[src/rtl/ledsuit_pkg.sv]
// Shared WS2812 timing defaults and state encodings for the LED-suit strip drivers.
package ledsuit_pkg;

  // 50 MHz clock: 400 ns / 800 ns high times, 1.26 us bit, 50 us latch
  localparam int WS_T0H_CYCLES   = 20;
  localparam int WS_T1H_CYCLES   = 40;
  localparam int WS_BIT_CYCLES   = 63;
  localparam int WS_RESET_CYCLES = 2500;

  typedef enum logic [2:0] {
    IDLE,
    PRIME,
    SEND,
    STALL,
    LATCH,
    DONE
  } drv_state_t;

  typedef enum logic [1:0] {
    F_IDLE,
    F_REQ,
    F_REL
  } fetch_state_t;

endpackage

[src/rtl/arbiter_read_port.sv]
// Arbiter read handshake with address counter and a one-entry prefetch buffer.
module arbiter_read_port
  import ledsuit_pkg::*;
#(
  parameter int ADDRESS_WIDTH = 8,
  parameter int DATA_WIDTH    = 8,
  parameter int LEN_WIDTH     = 16
) (
  input  logic                     clk,
  input  logic                     rst,
  input  logic                     load,
  input  logic [ADDRESS_WIDTH-1:0] base_addr,
  input  logic [LEN_WIDTH-1:0]     frame_len,
  input  logic                     consume,
  output logic [DATA_WIDTH-1:0]    buf_data,
  output logic                     buf_valid,
  output logic                     data_req,
  output logic [ADDRESS_WIDTH-1:0] data_addr,
  input  logic [DATA_WIDTH-1:0]    data,
  input  logic                     data_rdy
);

  fetch_state_t           fstate, fstate_next;
  logic [LEN_WIDTH-1:0]   fetch_left;
  logic                   fill;

  always_ff @(posedge clk) begin
    if (rst) fstate <= F_IDLE;
    else     fstate <= fstate_next;
  end

  // The arbiter drops rdy a cycle after req falls, so a new request waits in
  // F_REL until rdy is seen low; otherwise the stale word would be captured.
  always_comb begin
    fstate_next = fstate;
    data_req    = 1'b0;
    fill        = 1'b0;
    unique case (fstate)
      F_IDLE: begin
        if (!buf_valid && fetch_left != '0 && !data_rdy && !load)
          fstate_next = F_REQ;
      end
      F_REQ: begin
        data_req = 1'b1;
        if (data_rdy) begin
          fill        = 1'b1;
          fstate_next = F_REL;
        end
      end
      F_REL: begin
        if (!data_rdy) fstate_next = F_IDLE;
      end
      default: fstate_next = F_IDLE;
    endcase
  end

  always_ff @(posedge clk) begin
    if (rst) begin
      data_addr  <= '0;
      fetch_left <= '0;
      buf_valid  <= 1'b0;
      buf_data   <= '0;
    end else if (load) begin
      data_addr  <= base_addr;
      fetch_left <= frame_len;
      buf_valid  <= 1'b0;
    end else if (fill) begin
      buf_data   <= data;
      buf_valid  <= 1'b1;
      data_addr  <= data_addr + ADDRESS_WIDTH'(1);
      fetch_left <= fetch_left - LEN_WIDTH'(1);
    end else if (consume) begin
      buf_valid  <= 1'b0;
    end
  end

endmodule

[src/rtl/ws2812_channel_driver.sv]
// One WS2812 strip channel: fetches a frame through the arbiter port and
// serialises it MSB-first, followed by the latch low period and a done pulse.
module ws2812_channel_driver
  import ledsuit_pkg::*;
#(
  parameter int ADDRESS_WIDTH = 8,
  parameter int DATA_WIDTH    = 8,
  parameter int LEN_WIDTH     = 16,
  parameter int T0H_CYCLES    = WS_T0H_CYCLES,
  parameter int T1H_CYCLES    = WS_T1H_CYCLES,
  parameter int BIT_CYCLES    = WS_BIT_CYCLES,
  parameter int RESET_CYCLES  = WS_RESET_CYCLES
) (
  input  logic                     clk,
  input  logic                     rst,
  input  logic                     start,
  input  logic [ADDRESS_WIDTH-1:0] base_addr,
  input  logic [LEN_WIDTH-1:0]     frame_len,
  output logic                     busy,
  output logic                     done,
  output logic                     underrun,
  output logic                     data_req,
  output logic [ADDRESS_WIDTH-1:0] data_addr,
  input  logic [DATA_WIDTH-1:0]    data,
  input  logic                     data_rdy,
  output logic                     led_out
);

  localparam int CNT_W = (BIT_CYCLES > 1) ? $clog2(BIT_CYCLES) : 1;
  localparam int IDX_W = (DATA_WIDTH > 1) ? $clog2(DATA_WIDTH) : 1;
  localparam int LAT_W = $clog2(RESET_CYCLES + 1);

  localparam logic [CNT_W-1:0] BIT_LAST   = CNT_W'(BIT_CYCLES - 1);
  localparam logic [CNT_W-1:0] T0H        = CNT_W'(T0H_CYCLES);
  localparam logic [CNT_W-1:0] T1H        = CNT_W'(T1H_CYCLES);
  localparam logic [IDX_W-1:0] IDX_LAST   = IDX_W'(DATA_WIDTH - 1);
  localparam logic [LAT_W-1:0] LATCH_LAST = LAT_W'(RESET_CYCLES - 1);

  drv_state_t              state, state_next;
  logic [DATA_WIDTH-1:0]   shift_reg;
  logic [CNT_W-1:0]        bit_cnt;
  logic [IDX_W-1:0]        bit_idx;
  logic [LEN_WIDTH-1:0]    send_left;
  logic [LAT_W-1:0]        latch_cnt;
  logic [DATA_WIDTH-1:0]   buf_data;
  logic                    buf_valid;
  logic                    accept, load_byte, bit_end, byte_end, bytes_remain;

  assign accept       = (state == IDLE) && start;
  assign bit_end      = (bit_cnt == BIT_LAST);
  assign byte_end     = bit_end && (bit_idx == IDX_LAST);
  assign bytes_remain = (send_left != '0);

  arbiter_read_port #(
    .ADDRESS_WIDTH(ADDRESS_WIDTH),
    .DATA_WIDTH   (DATA_WIDTH),
    .LEN_WIDTH    (LEN_WIDTH)
  ) u_read_port (
    .clk      (clk),
    .rst      (rst),
    .load     (accept),
    .base_addr(base_addr),
    .frame_len(frame_len),
    .consume  (load_byte),
    .buf_data (buf_data),
    .buf_valid(buf_valid),
    .data_req (data_req),
    .data_addr(data_addr),
    .data     (data),
    .data_rdy (data_rdy)
  );

  always_ff @(posedge clk) begin
    if (rst) state <= IDLE;
    else     state <= state_next;
  end

  // A byte boundary with the prefetch ready reloads in the same cycle, so the
  // line sees no gap; without it the line parks low in STALL.
  always_comb begin
    state_next = state;
    load_byte  = 1'b0;
    busy       = 1'b0;
    done       = 1'b0;
    led_out    = 1'b0;
    unique case (state)
      IDLE: begin
        if (start) state_next = (frame_len == '0) ? LATCH : PRIME;
      end
      PRIME, STALL: begin
        busy = 1'b1;
        if (buf_valid) begin
          load_byte  = 1'b1;
          state_next = SEND;
        end
      end
      SEND: begin
        busy    = 1'b1;
        led_out = bit_cnt < (shift_reg[DATA_WIDTH-1] ? T1H : T0H);
        if (byte_end) begin
          if (!bytes_remain)  state_next = LATCH;
          else if (buf_valid) load_byte  = 1'b1;
          else                state_next = STALL;
        end
      end
      LATCH: begin
        busy = 1'b1;
        if (latch_cnt == LATCH_LAST) state_next = DONE;
      end
      DONE: begin
        done       = 1'b1;
        state_next = IDLE;
      end
      default: state_next = IDLE;
    endcase
  end

  always_ff @(posedge clk) begin
    if (rst) begin
      shift_reg <= '0;
      bit_cnt   <= '0;
      bit_idx   <= '0;
      send_left <= '0;
      latch_cnt <= '0;
      underrun  <= 1'b0;
    end else begin
      if (accept) begin
        send_left <= frame_len;
        underrun  <= 1'b0;
      end
      if (load_byte) begin
        shift_reg <= buf_data;
        bit_cnt   <= '0;
        bit_idx   <= '0;
        send_left <= send_left - LEN_WIDTH'(1);
      end else if (state == SEND) begin
        if (bit_end) begin
          bit_cnt   <= '0;
          bit_idx   <= bit_idx + IDX_W'(1);
          shift_reg <= shift_reg << 1;
        end else begin
          bit_cnt   <= bit_cnt + CNT_W'(1);
        end
      end
      if (state == SEND && byte_end && bytes_remain && !buf_valid) underrun <= 1'b1;
      latch_cnt <= (state == LATCH) ? latch_cnt + LAT_W'(1) : '0;
    end
  end

endmodule

[config.mk]
export PLATFORM = sky130hd
export DESIGN_NAME = ws2812_channel_driver
export DESIGN_NICKNAME = d
export VERILOG_FILES = /design/src/rtl/ledsuit_pkg.sv /design/src/rtl/arbiter_read_port.sv /design/src/rtl/ws2812_channel_driver.sv
export SDC_FILE = /design/constraint.sdc
export NUM_CORES = 1
export LEC_CHECK = 0
export CAP_MARGIN = 10
export CORE_MARGIN = 2
export CORE_UTILIZATION = 45
export DETAILED_ROUTE_END_ITERATION = 7
export GPL_TIMING_DRIVEN = 0
export HOLD_SLACK_MARGIN = 0.1
export PLACE_DENSITY_LB_ADDON = 0.12
export SYNTH_ARGS = -nofsm -noshare
export SYNTH_HDL_FRONTEND = slang
export SYNTH_SLANG_ARGS = --single-unit
[constraint.sdc]
create_clock -name clk -period 2.5 [get_ports clk]
set_input_delay 0.375 -clock clk [delete_from_list [all_inputs] [get_ports clk]]
set_output_delay 0.375 -clock clk [all_outputs]
set_load 0.005 [all_outputs]
# Yosys cells after proc, flatten, opt, wreduce, memory -nomap -nowiden
# Index checks and enable logic that the tools add are counted.
# op_classes
reduce_logical,32
addsub,6
order_cmp,1
muxes,37
bitwise_logic,2
eq_ne,18
# op_table
op,count
two-way mux 16 bit,4
two-way mux 8 bit,5
nonzero test 16 bit,2
subtractor 16 x 1 -> 16 bit (second input constant),2
two-way mux 3 bit,7
logical NOT 16 bit,1
two-way mux 1 bit,13
adder 12 x 1 -> 12 bit (second input constant),1
== test 12 bit (second input constant),1
two-way mux 6 bit,2
case mux 3 bit (4 select lines),1
nonzero test 2 bit,6
!= test 2 bit (second input constant),5
== test 3 bit (second input constant),3
adder 8 x 1 -> 8 bit (second input constant),1
logical AND 1 bit,8
OR reduction 2 bit,4
adder 6 x 1 -> 6 bit (second input constant),1
== test 3 x 2 -> 1 bit (second input constant),2
== test 6 bit (second input constant),1
< comparator 6 bit,1
two-way mux 2 bit,3
case mux 2 bit (3 select lines),1
AND reduction 2 bit,3
other kinds (14),18
# totals
inputBits,36
word_cells,108
regBits,84
output_inout_bits,13

# Logic depth before layout (Yosys ltp)
# depth
depth_word,6
mapped_depth,10
depth_no_buf,8

# Hierarchy
# Synthesis repeated with hierarchy kept, for this count alone.
# hier_totals
cells_unflattened,518
hier_area_um2,4380.5
# modules_own_cells
module,cells_per_inst,area_per_inst_um2,seq_area_each_um2,n_inst
ws2812_channel_driver,309,2658.8,980.9,1
arbiter_read_port,209,1721.7,700.7,1

# Worst setup path after synthesis
# Ideal clock, no wire load.
# synth_timing
path_kind,flip-flop to flip-flop
startpoint,reg send_left[4]
endpoint,reg send_left[15]
setup_ns,0.136
synth_period_minus_slack_ns,2.196
stages_incl_launch_ff,9
required_ns,2.364
arrival_ns,2.060
path_buffers,2
slack_ns,0.304
path_cell_list,dfxtp_1 > or4_1 > buf_2 > or3_1 > buf_4 > nor2_8 > o2111ai_2 > o311ai_1 > o311ai_1
# synth_via
elab_chain_cells,5
word_cells_on_any_way,7
classes_between,1 x add/sub; 4 x mux; 2 x reduce/logical
# synth_lines
element,line_no,text
from (decl),ws2812_channel_driver.sv:43,logic [LEN_WIDTH-1:0] send_left;
from (signal assigned),ws2812_channel_driver.sv:128,send_left <= frame_len;
from (signal assigned),ws2812_channel_driver.sv:135,send_left <= send_left - LEN_WIDTH'(1);
"parallel branches: the longest is 5 deep, another holds subtractor 16 x 1 -> 16 bit",n/a,
# Parallel ways; which one is timed is not known.
# A chain may end at the register's enable or synchronous reset.

# Worst setup path after layout
# layout_timing
startpoint,reg send_left[0]
endpoint,reg send_left[2]
# Same word-level chain as after synthesis.

==> out/qor.csv <==
metric,value,unit
status,"finished, final reports clean",
yosysTopAreaCell,dfxtp_1,
max-cap-violations,0,
r2r_cells,9,
power_density,793,mW/mm^2
ys_seq_elements,84,
die_w,100,um
setup_violations,0,
ant_nets,0,
grt_usage,0.224,
fp.dieH,100,um
path_max_fanout,7,
dieArea,0.0101,mm^2
numCtsBuffers,9,
reg_top3,"send_left x16, u_read_port.fetch_left x16, latch_cnt x12",
dr.first_iter.drc_count,274,
cp-end-kind,flip-flop,
synth_edf_count,0,
critPathKind,reg -> reg,
ys_seq_area_frac,0.402,
grt_pass1_wl,18100,um
yosys_warnings,0,
place_congestion,0.912,
port_buffers,48,
relSlewSlack,0.414,
synthTopCellsByArea,"dfxtp_1 (40%), nand2_1 (6.5%), xor2_1 (5.0%)",
vias,3881,
io_pins,49,
cts.sinks,84,
vias_per_cell,5.72,
mappedNetlistNets,554,
post_synth_inst_count,506,
grt_start_max_net_pins,15,
clockBufferDepth,2,
period_share,0.969,
min_path_type,reg -> reg,
netlist_area,0.00418,mm^2
nets,611,
fmax,413,MHz
min_period,2.42,ns
drc,0,
ys_async_sr_fraction,0,
crit_required,2.72,ns
dr.pass1.iters,5,
clockRootBuffer,clkbuf_8,
rows,35,
wl_per_cell,16.2,um
worst_skew_pair.late_latency,0.35,ns
avgSynthCellArea,8.26,um^2
leakage,1.77,nW
dp.final_hpwl,8040,um
peakVddDrop,0.286,mV
drive_gt1_frac,0.0669,
initial_core_util,0.459,
holdPathStages,2,
tns,0,ns
worst_pin_slew,0.871,ns
finalHoldViolCount,0,
areaGrowthSynthToFinish,20.5,%
grt_pass1_vias,3647,
htree_levels,3,
utilization,0.553,
yosys.area.top_type_share,0.402,
arrival,2.64,ns
yosysUniqueCellTypes,57,
startpoint_type,flip-flop,
power,3.99,mW
synth-main-ff-cell,dfxtp_1,
cts_tree,done,
antenna_found_initial,0,
antenna_cells,0,
core,0.00911,mm^2
skew,0.0119,ns
grt_overflow,0,
wirelength,11000,um
drv_slew,0,
rsz0062_at_grt,yes,
r2r_slack,0.08,ns
clk_pin_slew,0.09,ns
-- worst paths after layout --
| path | from | end |
|---|---|---|
| max | send_left[0] | send_left[2] |
| min | u_read_port.buf_data[2] | u_read_port.buf_data[2] |
| max reg2reg | send_left[0] | send_left[2] |
| min reg2reg | u_read_port.buf_data[2] | u_read_port.buf_data[2] |
-- layer usage --
metal | up-vias | wire (um) | part of all wire | global-route usage
li1 | 1936 | - | - | -
met1 | 1817 | 5110 | 0.46 | 0.313
met2 | 115 | 5210 | 0.47 | 0.364
met3 | 13 | 583 | 0.053 | 0.0404
met4 | 0 | 86 | 0.0078 | 0.0495
met5 | - | 0 | 0 | 0
-- power by group --
group | leakage (nW) | switching (mW) | internal [mW]
registers | 0.686 | 0.195 | 1.52
logic | 0.999 | 0.737 | 0.573
clock network | 0.0862 | 0.502 | 0.466
-- synthesized netlist by cell type, types with 4 or more instances --
cell,n
inv_1,13
a21oi_1,35
dfxtp_1,84
nand3_1,15
a31oi_1,5
nand4_1,8
nor4_1,13
o22ai_1,4
xor2_1,24
buf_2,4
clkbuf_1,22
and3_1,7
o211ai_1,5
nand2_1,72
o21ai_1,6
o21ai_0,10
a32oi_1,4
or4_1,5
a311oi_1,8
or3_1,7
a211oi_1,14
nor3_1,14
ha_1,12
nor2_1,54
xnor2_1,16
-- cell type report --
| class | count | area (um^2) |
|---|---|---|
| repair buffers | 49 | 487 |
| clock buffers | 11 | 131 |
| multi-input cells | 381 | 2380 |
| plain buffers | 25 | 110 |
| fillers | 893 | 4070 |
| flip-flops and latches | 84 | 1680 |
| well taps | 111 | 139 |
| clock inverters | 5 | 61.3 |
| inverters | 13 | 48.8 |
-- worst max-delay path, cell delays in order, from the launching register on --
cell,delay [ns]
dfxtp_1,0.36
inv_1,0.07
ha_1,0.21
or3b_4,0.44
nor4_4,0.32
nor4_4,0.07
buf_4,0.18
or2_4,0.29
a32oi_1,0.24
o22ai_1,0.11
-- per-stage QoR --
stage / instance area [um^2] / setup slack, ns / std cells / hold WS (ns)
finish: 5040 / 0.0774 / 679 / 0.463
global route: 5040 / -0.0239 / 679 / 0.496
CTS: 4990 / 0.00927 / 679 / 0.461
detailed placement: 4800 / -0.123 / 665 / 0.448
global placement: 4800 / -0.185 / 665 / 0.442
floorplan: 4180 / 0.304 / 506 / 0.426
-- cell families (layout without fill, tap and decap cells) --
family / Yosys count / count (layout) / synth area share
compound gates: 113 / 113 / 0.181
simple gates: 216 / 216 / 0.258
buf+inv: 41 / 103 / 0.0389
xor+xnor: 40 / 40 / 0.0838
fa+ha+maj: 12 / 12 / 0.0359
flops: 84 / 84 / 0.402
-- timing repair --
item	in CTS	in global routing
hold buffers	0	0
setup buffers	0	1
endpoints found under the setup margin	9	19
pin swaps	1	3
gates resized for setup	3	15
endpoints found under the hold margin	0	0
-- placed cells by master, fill, tap and decap left out, drive strengths merged, types with 3 or more instances in the layout --
cell and n:
o211ai 5, xor2 24, or2 3, and3 7, or3 7, nand3 15, a311oi 8, nor4 15
buf 7, o22ai 4, clkdlybuf4s50 47, clkinvlp 3, inv 14, a31oi 5, or4 5, o21ai 16
o21a 3, a21oi 35, clkbuf 30, nor2b 3, nand2 72, a32oi 4, nor2 56, a211oi 14
nand4 8, xnor2 16, o311ai 6, nor3 14, ha 12, dfxtp 84
Power figures use the tool's default switching activity.
